## src/rtl/keypad_scanner.sv

```systemverilog
// 4x4 key matrix scanner: strobes one row low per slot, debounces whole-matrix frames and
// reports single key presses as {row, col} with a one-cycle valid strobe.
module keypad_scanner #(
  parameter int unsigned SCAN_CNT        = 50000,
  parameter int unsigned DEBOUNCE_FRAMES = 4
) (
  input  logic       i_Clk,
  input  logic       i_Rst,
  input  logic [3:0] i_Key_Col,
  output logic [3:0] o_Key_Row,
  output logic [3:0] o_Key_Code,
  output logic       o_fKey_Valid,
  output logic       o_fKey_Held
);

  localparam logic [16:0] CntMax    = 17'(SCAN_CNT - 1);
  localparam logic [3:0]  StableMax = 4'(DEBOUNCE_FRAMES);

  typedef enum logic [1:0] {StIdle, StPress, StWaitRel} state_e;

  logic [3:0]  col_meta, col_sync;
  logic [16:0] slot_cnt;
  logic [1:0]  row_idx;
  logic [15:0] frame, prev_frame, deb, frame_done;
  logic [3:0]  stable_cnt;
  logic        deb_upd;
  logic        tick, frame_end;
  logic [4:0]  key_count;
  logic [3:0]  key_idx;
  logic        key_none, key_single, key_multi;
  state_e      state;

  assign tick      = (slot_cnt == CntMax);
  assign frame_end = tick && (row_idx == 2'd3);

  always_comb begin
    row_idx = 2'd0;
    unique case (o_Key_Row)
      4'b1110: row_idx = 2'd0;
      4'b1101: row_idx = 2'd1;
      4'b1011: row_idx = 2'd2;
      4'b0111: row_idx = 2'd3;
      default: row_idx = 2'd0;
    endcase
  end

  // Current frame with the row being sampled this cycle already merged in.
  always_comb begin
    frame_done = frame;
    frame_done[{row_idx, 2'b00} +: 4] = ~col_sync;
  end

  always_comb begin
    key_count = 5'd0;
    key_idx   = 4'd0;
    for (int i = 0; i < 16; i++) begin
      if (deb[i]) begin
        key_count = key_count + 5'd1;
        key_idx   = 4'(i);
      end
    end
  end

  assign key_none   = (key_count == 5'd0);
  assign key_single = (key_count == 5'd1);
  assign key_multi  = (key_count > 5'd1);

  always_ff @(posedge i_Clk or negedge i_Rst) begin
    if (!i_Rst) begin
      col_meta   <= 4'hF;
      col_sync   <= 4'hF;
      slot_cnt   <= 17'd0;
      o_Key_Row  <= 4'b1110;
      frame      <= 16'h0;
      prev_frame <= 16'h0;
      deb        <= 16'h0;
      stable_cnt <= 4'd0;
      deb_upd    <= 1'b0;
    end else begin
      col_meta <= i_Key_Col;
      col_sync <= col_meta;
      deb_upd  <= 1'b0;
      slot_cnt <= tick ? 17'd0 : slot_cnt + 17'd1;
      if (tick) begin
        o_Key_Row <= {o_Key_Row[2:0], o_Key_Row[3]};
        frame     <= frame_done;
      end
      if (frame_end) begin
        prev_frame <= frame_done;
        if (frame_done != prev_frame) begin
          stable_cnt <= 4'd0;
        end else if (stable_cnt < StableMax) begin
          stable_cnt <= stable_cnt + 4'd1;
          if (stable_cnt == StableMax - 4'd1) begin
            deb     <= frame_done;
            deb_upd <= 1'b1;
          end
        end
      end
    end
  end

  // Multi-key states lock out codes until the whole matrix is released.
  always_ff @(posedge i_Clk or negedge i_Rst) begin
    if (!i_Rst) begin
      state        <= StIdle;
      o_Key_Code   <= 4'd0;
      o_fKey_Valid <= 1'b0;
      o_fKey_Held  <= 1'b0;
    end else begin
      o_fKey_Valid <= 1'b0;
      o_fKey_Held  <= !key_none;
      if (deb_upd) begin
        unique case (state)
          StIdle: begin
            if (key_single) begin
              o_Key_Code   <= key_idx;
              o_fKey_Valid <= 1'b1;
              state        <= StPress;
            end else if (key_multi) begin
              state <= StWaitRel;
            end
          end
          StPress: begin
            if (key_none) state <= StIdle;
            else if (key_multi || key_idx != o_Key_Code) state <= StWaitRel;
          end
          StWaitRel: begin
            if (key_none) state <= StIdle;
          end
          default: state <= StIdle;
        endcase
      end
    end
  end

endmodule
```

## config.mk

```make
export PLATFORM = sky130hd
export DESIGN_NAME = keypad_scanner
export DESIGN_NICKNAME = d
export VERILOG_FILES = /design/src/rtl/keypad_scanner.sv
export SDC_FILE = /design/constraint.sdc
export NUM_CORES = 1
export LEC_CHECK = 0
export ABC_AREA = 1
export BUFFER_PORTS_ARGS = -buffer_cell sky130_fd_sc_hd__buf_2
export CAP_MARGIN = 20
export CORE_MARGIN = 5
export CORE_UTILIZATION = 45
export DETAILED_ROUTE_END_ITERATION = 7
export PLACE_DENSITY = 0.69
export RECOVER_POWER = 25
export SETUP_SLACK_MARGIN = 0.05
export SYNTH_ARGS = -nofsm -noshare
export SYNTH_HDL_FRONTEND = slang
export SYNTH_SLANG_ARGS = --single-unit
```

## constraint.sdc

```tcl
create_clock -name i_Clk -period 8.55 [get_ports i_Clk]
set_input_delay 0.855 -clock i_Clk [delete_from_list [all_inputs] [get_ports i_Clk]]
set_output_delay 0.855 -clock i_Clk [all_outputs]
set_load 0.01 [all_outputs]
```

==> results of run 1 <==
[power groups by stage]
stage	clock network [W]	logic, W	registers (W)
4_1_cts	0.000430	0.0000141	0.000430
2_1_floorplan	0	0.00000283	0.000438
6_report	0.000421	0.0000132	0.000430
5_1_grt	0.000446	0.0000157	0.000430
3_5_place_dp	0	0.0000142	0.000438
3_3_place_gp	0	0.0000139	0.000438
[logic make-up after synthesis]
kind of cell	count (synthesis)	synth area share, %
muxes	1	0.186
AOI/OAI and AO/OA	98	9.35
DFF	90	37.5
buffers and inverters	179	11.2
xor gates and xnor gates	17	2.46
adders and majority gates	22	4.55
and+or+nand+nor	444	34.8
[Yosys cell counts, types with 5 or more instances]
cell	n	share of area, %
nand2_1	214	13
inv_1	164	10
dfrtp_1	79	33
nor2_1	72	4.5
nand2_2	54	5.6
nand3_1	51	4.2
o21ai_0	38	3.1
a21oi_1	28	2.3
ha_1	22	4.6
nand3_2	15	2.5
xor2_1	14	2.0
dfstp_2	11	4.8
nor4_1	9	0.93
o22ai_1	9	0.93
clkbuf_1	6	0.37
inv_2	5	0.31
or2_2	5	0.52
[sequential cells by signal, summed over array words and instances (netlist names), 16 cells and up]
| register | flops |
|---|---|
| slot_cnt | 17 |
| deb | 16 |
| frame | 16 |
| prev_frame | 16 |
[routing by layer]
| layer | track usage, % | routed length [um] | vias to the layer above |
|---|---|---|---|
| met1 | 21.2 | 5960 | 2264 |
| met3 | 2.58 | 214 | 10 |
| li1 | - | - | 2702 |
| met4 | 4.54 | 135 | 0 |
| met5 | 0 | 0 | - |
| met2 | 26.8 | 5620 | 29 |
[metrics by stage]
step / hold WS, ps / area, sq um / utilization [%] / total power [W]
after CTS: 357 / 6660 / 50.5 / 0.000874
after global placement: 346 / 6340 / 48.1 / 0.000452
after global routing: 363 / 6680 / 50.6 / 0.000892
after detailed placement: 348 / 6340 / 48.1 / 0.000452
final: 355 / 6680 / 50.6 / 0.000864
after floorplan: 345 / 6050 / - / 0.000441
[how the worst max path moves through the flow]
stage                                  start                        end  slack, ps  cells after the start
after global placement    deb[0]$_DFFE_PN0P_       state[1]$_DFFE_PN0P_        740                     53
after floorplan           deb[0]$_DFFE_PN0P_       state[1]$_DFFE_PN0P_       1010                     53
after detailed placement  deb[1]$_DFFE_PN0P_  o_Key_Code[2]$_DFFE_PN0P_        500                     52
after global routing      deb[1]$_DFFE_PN0P_  o_Key_Code[2]$_DFFE_PN0P_         50                     53
after CTS                 deb[1]$_DFFE_PN0P_  o_Key_Code[2]$_DFFE_PN0P_        490                     52
final                     deb[1]$_DFFE_PN0P_       state[0]$_DFFE_PN0P_        770                     53
[worst max-delay path: cells and delay by family (launching register included)]
| kind | cells | cell delay, ps |
|---|---|---|
| compound gates | 3 | 400 |
| fa+ha+maj | 14 | 3680 |
| buf+inv | 5 | 320 |
| flops | 1 | 390 |
| simple gates | 31 | 2870 |
[layout make-up]
cell class | count | area, sq um | share of cell area (%)
multi-input combinational | 582 | 3130 | 46.9
timing repair buffer | 19 | 104 | 1.56
tap | 176 | 220 | 3.30
clock inverter | 4 | 76.3 | 1.14
sequential | 90 | 2270 | 33.9
inverter | 171 | 644 | 9.65
clock buffer | 12 | 236 | 3.54
==> results.cfg, run 1 <==
[power]
p_int_w = 0.000689
ir_worst_vdd_v = 0.000119
power_frac_seq_pct = 49.8
swShare_pct = 20.2
p_switching_w = 0.000175
powerDensity_mw_per_mm2 = 129
pwr-share-clk_pct = 48.7
power_leakage_nw = 3.91
power.share.combinational_pct = 1.5

[setup_path]
worstSetupStartpointType = flip-flop
rr_worst_depth = 53
regToRegEndpoint = state[0]$_DFFE_PN0P_
worstSetupPathType = flip-flop to flip-flop
cp_data_arrival_time_ps = 8020
end_kind = flip-flop
r2r_start = deb[1]$_DFFE_PN0P_
r2r_slack_ps = 770
cp_slowest_stage_delay_ps = 390
crit_fanout = 4
cpMostUsedCell = nand2_1
worstPathRequired_ps = 8790
crit_path_top_delay_cell = dfrtp_1

[min_path]
hold_end = col_sync[1]$_DFF_PN1_
min_from = col_meta[1]$_DFF_PN1_
holdPathStages = 0
min_path_type = flip-flop to flip-flop

[sta]
rsz0062_at_grt = false
period_share_pct = 91.0
final_hold_viol_count = 0
fin_tns_setup_ps = 0
clock_skew_ps = 11.1
drv_slew = 45
worst_pin_slew_ps = 2340
setup_viol = 0
min_period_ps = 7780
setup_slack_ps = 767
slew_headroom_pct = -55.8
max_freq_mhz = 128

[finish]
final_cells = 1054
final_cell_mix = nand2_1, inv_1, dfrtp_1
final_common_cell = nand2_1
fin_nets = 901
syn2layout_area_growth_pct = 10.4
fillerInstances = 1292
drive_gt1_share_pct = 15.8
antenna_cells = 0

[logic_synthesis]
yosys_warnings = 0
synth_edf_count = 0
ys_ff_latch = 90
synth_area_per_cell_sq_um = 7.11
ys_async_sr_fraction_pct = 100
ys_types = 43
ys_seq_area_share_pct = 37.5
syn-cell-area_sq_mm = 0.00605
syn_nets = 879
ys.flop_type = dfrtp_1
netlist_instances = 851

[floorplanning]
coreArea_sq_mm = 0.0132
die-height_um = 126
die_area_sq_mm = 0.0159
ios = 16
num_rows = 42
die_w_um = 126
start_util_pct = 45.8

[place]
pre_cts_ws_ps = 504
place.port_buffers = 15
place_hpwl_um = 9060
dp.cells = 1038
gp_congestion = 0.841

[clocking]
clk_pin_slew_ps = 60
insertion_delay_ps = 350
clockBufferDepth = 2
cts-root-buf = clkbuf_16
hold_buffers = 0
post_cts_buffers = 0
cts.sinks = 90
cts-htree-levels = 3
cts_tree = built
cts_resized = 0
cts_buffers = 9

[global_routing]
grt_max_degree = 48
grt_pass1_wl_um = 21400
grtUsageTotal_pct = 15.9
antenna_found_initial = 0
first_global_vias = 4850
overflow = 0

[run]
drv_cap = 1

[status]
outcome = finished, violations left
failed_checks = max-capacitance violations, max-slew violations

[routing]
wl_um = 11900
via_per_inst = 4.75
vias = 5005
routedWlPerCell_um = 11.3
firstDrtPassIters = 5
ant_nets = 0
drt_iter0_drc = 180
drc = 0
Power figures use the tool's default switching activity.
==> inputs of run 2 (changes only) <==
Settings changed: ABC_AREA 1 to default, CORE_MARGIN 5 to default, PLACE_DENSITY 0.69 to 0.71.
Clock period 8.55 ns to 6.5 ns, I/O delays scaled along.
==> run 2 against run 1 <==
The flow finishes with violations (max-capacitance violations, max-slew violations, negative setup slack). Die area is 13% lower. Critical path depth fell by 2. Worst setup slack worse by 3800 ps. Final area grew 14%. Synthesized cell count down 27%.
==> results.cfg, run 2 <==
[floorplanning]
num_rows = 41
ios = 16
start_util_pct = 47.0
coreArea_sq_mm = 0.0128
die_area_sq_mm = 0.0139
die_w_um = 118
die-height_um = 118

[logic_synthesis]
yosys_warnings = 0
ys_types = 76
synth.area.top_cells = dfrtp_1, xnor2_1, dfstp_2, mux2i_1, ha_1
netlist_instances = 621
synth_top_area_cell = dfrtp_1
synth_area_per_cell_sq_um = 9.70
syn_nets = 649
yosys-top-cells-count = dfrtp_1, nand2_1, nor2_1
synth.top_cell.area_share_pct = 32.8
synth_most_common_cell = dfrtp_1
ys_seq_area_share_pct = 37.6
ys_async_sr_fraction_pct = 100
ys_ff_latch = 90
synth_edf_count = 0
ys.flop_type = dfrtp_1
syn-cell-area_sq_mm = 0.00602

[global_routing]
grtUsageTotal_pct = 20.9
first_global_vias = 5023
grt_pass1_wl_um = 23700
antenna_found_initial = 0
grt_max_degree = 91
overflow = 0

[setup_path]
cpMostUsedCell = ha_4
crit_cells = 51
worstSetupStartpointType = flip-flop
worstSetupPathType = flip-flop to flip-flop
cp_top_family = adder cells
path_buf_inv = 5
worstPathRequired_ps = 6720
cp_slowest_stage_delay_ps = 430
crit_fanout = 4
end_kind = flip-flop
r2r_start = deb[1]$_DFFE_PN0P_
crit_path_end = o_Key_Code[2]$_DFFE_PN0P_
cp_data_arrival_time_ps = 9780
regToRegEndpoint = o_Key_Code[2]$_DFFE_PN0P_
r2r_slack_ps = -3050
critPathLaunch = deb[1]$_DFFE_PN0P_
rr_worst_depth = 51
crit_path_top_delay_cell = a2111oi_4

[place]
gp_congestion = 0.838
pre_cts_ws_ps = -2910
place_hpwl_um = 9430
place.port_buffers = 15
dp.cells = 845

[sta]
setup_viol = 8
min_period_ps = 9550
final_hold_viol_count = 0
slew_headroom_pct = -116
rsz0062_at_grt = true
drv_slew = 65
setup_slack_ps = -3050
period_share_pct = 147
max_freq_mhz = 105
clock_skew_ps = 7.80
worst_pin_slew_ps = 3240

[finish]
final_cells = 901
fin_nets = 752
top_register = slot_cnt
syn2layout_area_growth_pct = 26.6
largest_reg_flops = 17
final_cell_mix = buf_4, dfrtp_1, nand2_1
drive_gt1_share_pct = 32.5
antenna_cells = 0
seq_area_sq_mm = 0.00227
final_common_cell = buf_4
fillerInstances = 1065
multi_input_area_sq_mm = 0.00388

[min_path]
min_path_type = flip-flop to flip-flop
min_from = col_meta[3]$_DFF_PN1_

[clocking]
insertion_delay_ps = 340
cts-root-buf = clkbuf_16
clk_pin_slew_ps = 60
cts.sinks = 90
cts_buffers = 9
clockBufferDepth = 2
cts_tree = built
hold_buffers = 0
cts-htree-levels = 3

[status]
failed_checks = max-capacitance violations, max-slew violations, negative setup slack
outcome = finished, violations left

[routing]
routedWlPerCell_um = 15.9
ant_nets = 0
firstDrtPassIters = 5
vias = 4943
wl_um = 14300
drc = 0
via_per_inst = 5.49
drt_iter0_drc = 363

[power]
ir_worst_vdd_v = 0.000198
powerDensity_mw_per_mm2 = 138
power_leakage_nw = 3.56

[run]
drv_cap = 1
==> run 2: routing by layer <==
layer / vias up / share of wire, % / GRT usage [%]
li1: 2372 / - / -
met5: - / 0 / 0
met3: 41 / 2.5 / 2.28
met4: 0 / 3.0 / 8.49
met1: 2438 / 44 / 26.2
met2: 92 / 50 / 36.6
==> run 2: cell families after synthesis <==
family	count (synthesis)	synth area share, %
and+or+nand+nor	213	17.6
DFF	90	37.6
buffers and inverters	61	4.61
muxes	44	7.83
adders and majority gates	22	4.57
xor gates and xnor gates	85	15.6
AOI/OAI and AO/OA	106	12.2
==> run 2: cell type report <==
cell class / instances / share of cell area (%)
Clock buffer: 10 / 3.00
Timing Repair Buffer: 120 / 11.4
Sequential cell: 90 / 29.7
Clock inverter: 6 / 0.558
Multi-Input combinational cell: 470 / 50.9
Inverter: 33 / 1.62
Tap cell: 172 / 2.82
==> run 2: stage by stage <==
step | cell area, sq um | util (%) | hold WS, ps | setup TNS (ps) | power [W]
after floorplan | 6150 | - | 345 | -20390 | 0.000580
after global placement | 6790 | 53.0 | 345 | -19970 | 0.000595
after detailed placement | 6790 | 53.0 | 347 | -22920 | 0.000595
after CTS | 7420 | 57.9 | 347 | -20870 | 0.00107
after global routing | 7630 | 59.5 | 343 | -26670 | 0.00109
final | 7630 | 59.5 | 349 | -23820 | 0.00106
==> run 2: worst min-delay path by stage <==
stage / to / cells after the start
floorplan: deb[0]$_DFFE_PN0P_ / 0
global placement: col_sync[1]$_DFF_PN1_ / 0
detailed placement: col_sync[1]$_DFF_PN1_ / 0
CTS: col_sync[3]$_DFF_PN1_ / 0
global route: col_sync[3]$_DFF_PN1_ / 0
finish: col_sync[3]$_DFF_PN1_ / 0
==> run 2: where the power goes <==
part | switching, W | internal [W]
registers | 0.00000246 | 0.000565
logic | 0.0000141 | 0.00000310
clock network | 0.000212 | 0.000259
==> run 2: repair_timing <==
action | in CTS | in global routing
buffers inserted | 36 | 5
pin swaps | 13 | 24
endpoints found under the hold margin | 0 | 0
gates resized for setup | 17 | 30
setup endpoints to repair | 8 | 8
==> inputs of run 3 (changes only) <==
Settings changed: CTS_BUF_LIST from default to sky130_fd_sc_hd__clkbuf_2 sky130_fd_sc_hd__clkbuf_4 sky130_fd_sc_hd__clkbuf_8, SLEW_MARGIN from default to 30.
==> run 3 against run 2 <==
The run still ends with max-capacitance violations, max-slew violations, negative setup slack left. Maximum frequency up 2.9%. Total power down 9.0%. Sequential share of layout area up 0.068 points. Non-clock buffer count unchanged. Sequential power about the same. Utilization down 0.14 points. Combinational power down 3%. Routed wire length up 1.3%. Register-to-register slack better by 270 ps. Critical path type unchanged.
==> results.cfg, run 3 (synthesis results as in run 2) <==
[clocking]
cts.sinks = 90
cts_tree = built
insertion_delay_ps = 350
clk_pin_slew_ps = 90
cts_buffers = 9
cts-root-buf = clkbuf_8
clockBufferDepth = 2
cts-htree-levels = 3
hold_buffers = 0

[floorplanning]
coreArea_sq_mm = 0.0128
start_util_pct = 47.0
ios = 16
num_rows = 41
die-height_um = 118
die_w_um = 118
die_area_sq_mm = 0.0139

[setup_path]
worstPathRequired_ps = 6740
end_kind = flip-flop
crit_path_top_delay_cell = dfrtp_1
path_buf_inv = 4
cp_slowest_stage_delay_ps = 410
worstSetupPathType = flip-flop to flip-flop
cpMostUsedCell = ha_4
worstSetupStartpointType = flip-flop
crit_fanout = 4
cp_top_family = adder cells
cp_data_arrival_time_ps = 9520

[global_routing]
grtUsageTotal_pct = 20.4
overflow = 0
grt_pass1_wl_um = 23300
first_global_vias = 4971
grt_max_degree = 91
antenna_found_initial = 0

[finish]
top_register = slot_cnt
largest_reg_flops = 17
drive_gt1_share_pct = 33.2
final_cell_mix = buf_4, dfrtp_1, nand2_1
fillerInstances = 1063
final_common_cell = buf_4
antenna_cells = 0
fin_nets = 752
syn2layout_area_growth_pct = 26.3
final_cells = 901
fin_util_pct = 59.3

[power]
ir_worst_vdd_v = 0.000158
powerDensity_mw_per_mm2 = 126
power_leakage_nw = 3.52

[routing]
routedWlPerCell_um = 16.1
vias = 4990
wl_um = 14500
drt_iter0_drc = 365
ant_nets = 0
via_per_inst = 5.54
drc = 0
firstDrtPassIters = 5

[place]
place_hpwl_um = 9450
gp_congestion = 0.838
pre_cts_ws_ps = -2940
dp.cells = 845
place.port_buffers = 15

[status]
outcome = finished, violations left
failed_checks = max-capacitance violations, max-slew violations, negative setup slack

[sta]
final_hold_viol_count = 0
min_period_ps = 9280
setup_viol = 8
drv_slew = 91
clock_skew_ps = 12.3
period_share_pct = 143
slew_headroom_pct = -206
max_freq_mhz = 108
worst_pin_slew_ps = 4590
rsz0062_at_grt = true
whs_ps = 358
setup_slack_ps = -2780

[run]
drv_cap = 1

[min_path]
min_path_type = flip-flop to flip-flop
==> run 3: cell count changes in the layout (fill, tap and decap cells not counted), moves of 2 or more <==
| cell | before | now |
|---|---|---|
| clkbuf_16 | 9 | 0 |
| clkbuf_8 | 0 | 9 |
| clkbuf_1 | 3 | 1 |
| ha_1 | 13 | 11 |
| ha_4 | 9 | 11 |
| o21ai_1 | 0 | 2 |
| o21ai_2 | 2 | 0 |
==> run 3: power breakdown <==
group          total (W)  switching, W  internal, W
sequential      0.000567    0.00000255     0.000564
combinational  0.0000167     0.0000137   0.00000294
clock           0.000377      0.000194     0.000183
total           0.000960      0.000211     0.000750
==> run 3: final cells by class <==
class	instances	area (sq um)	area share (%)
clock buffer	10	131	1.73
clock inverter	6	66.3	0.872
inverter	33	124	1.63
multi-input combinational	470	3930	51.7
sequential	90	2270	29.8
tap	172	215	2.83
timing repair buffer	120	873	11.5
==> run 3: path summary, 6_finish.rpt <==
kind	start	end	slack, ps	cells past startpoint
worst max register to register	deb[1]$_DFFE_PN0P_	o_Key_Code[2]$_DFFE_PN0P_	-2780	51
min in group asynchronous	i_Rst	stable_cnt[0]$_DFFE_PN0P_	1920	1
worst min-delay path	col_meta[1]$_DFF_PN1_	col_sync[1]$_DFF_PN1_	360	0
max in group asynchronous	i_Rst	deb[3]$_DFFE_PN0P_	2010	1
worst max-delay path	deb[1]$_DFFE_PN0P_	o_Key_Code[2]$_DFFE_PN0P_	-2780	51
worst min register to register	col_meta[1]$_DFF_PN1_	col_sync[1]$_DFF_PN1_	360	0
==> run 3: per-layer routing <==
metal / global-route usage, % / share of wire, % / vias up
met2: 36.0 / 50 / 138
met1: 25.5 / 44 / 2449
met3: 2.57 / 3.4 / 37
li1: - / - / 2366
met5: 0 / 0 / -
met4: 6.97 / 2.6 / 0
==> run 3: through the flow <==
stage	setup TNS (ps)	power, W	area [sq um]
floorplan	-20390	0.000580	6150
global placement	-19970	0.000595	6790
detailed placement	-23140	0.000596	6800
CTS	-20230	0.000969	7400
global route	-24130	0.000991	7610
finish	-21650	0.000960	7610
==> run 3: timing repair <==
action | in CTS | in global routing
gates resized for setup | 23 | 29
setup buffers | 37 | 6
pin swaps | 15 | 19
endpoints found under the setup margin | 8 | 8
gates cloned | 0 | 0
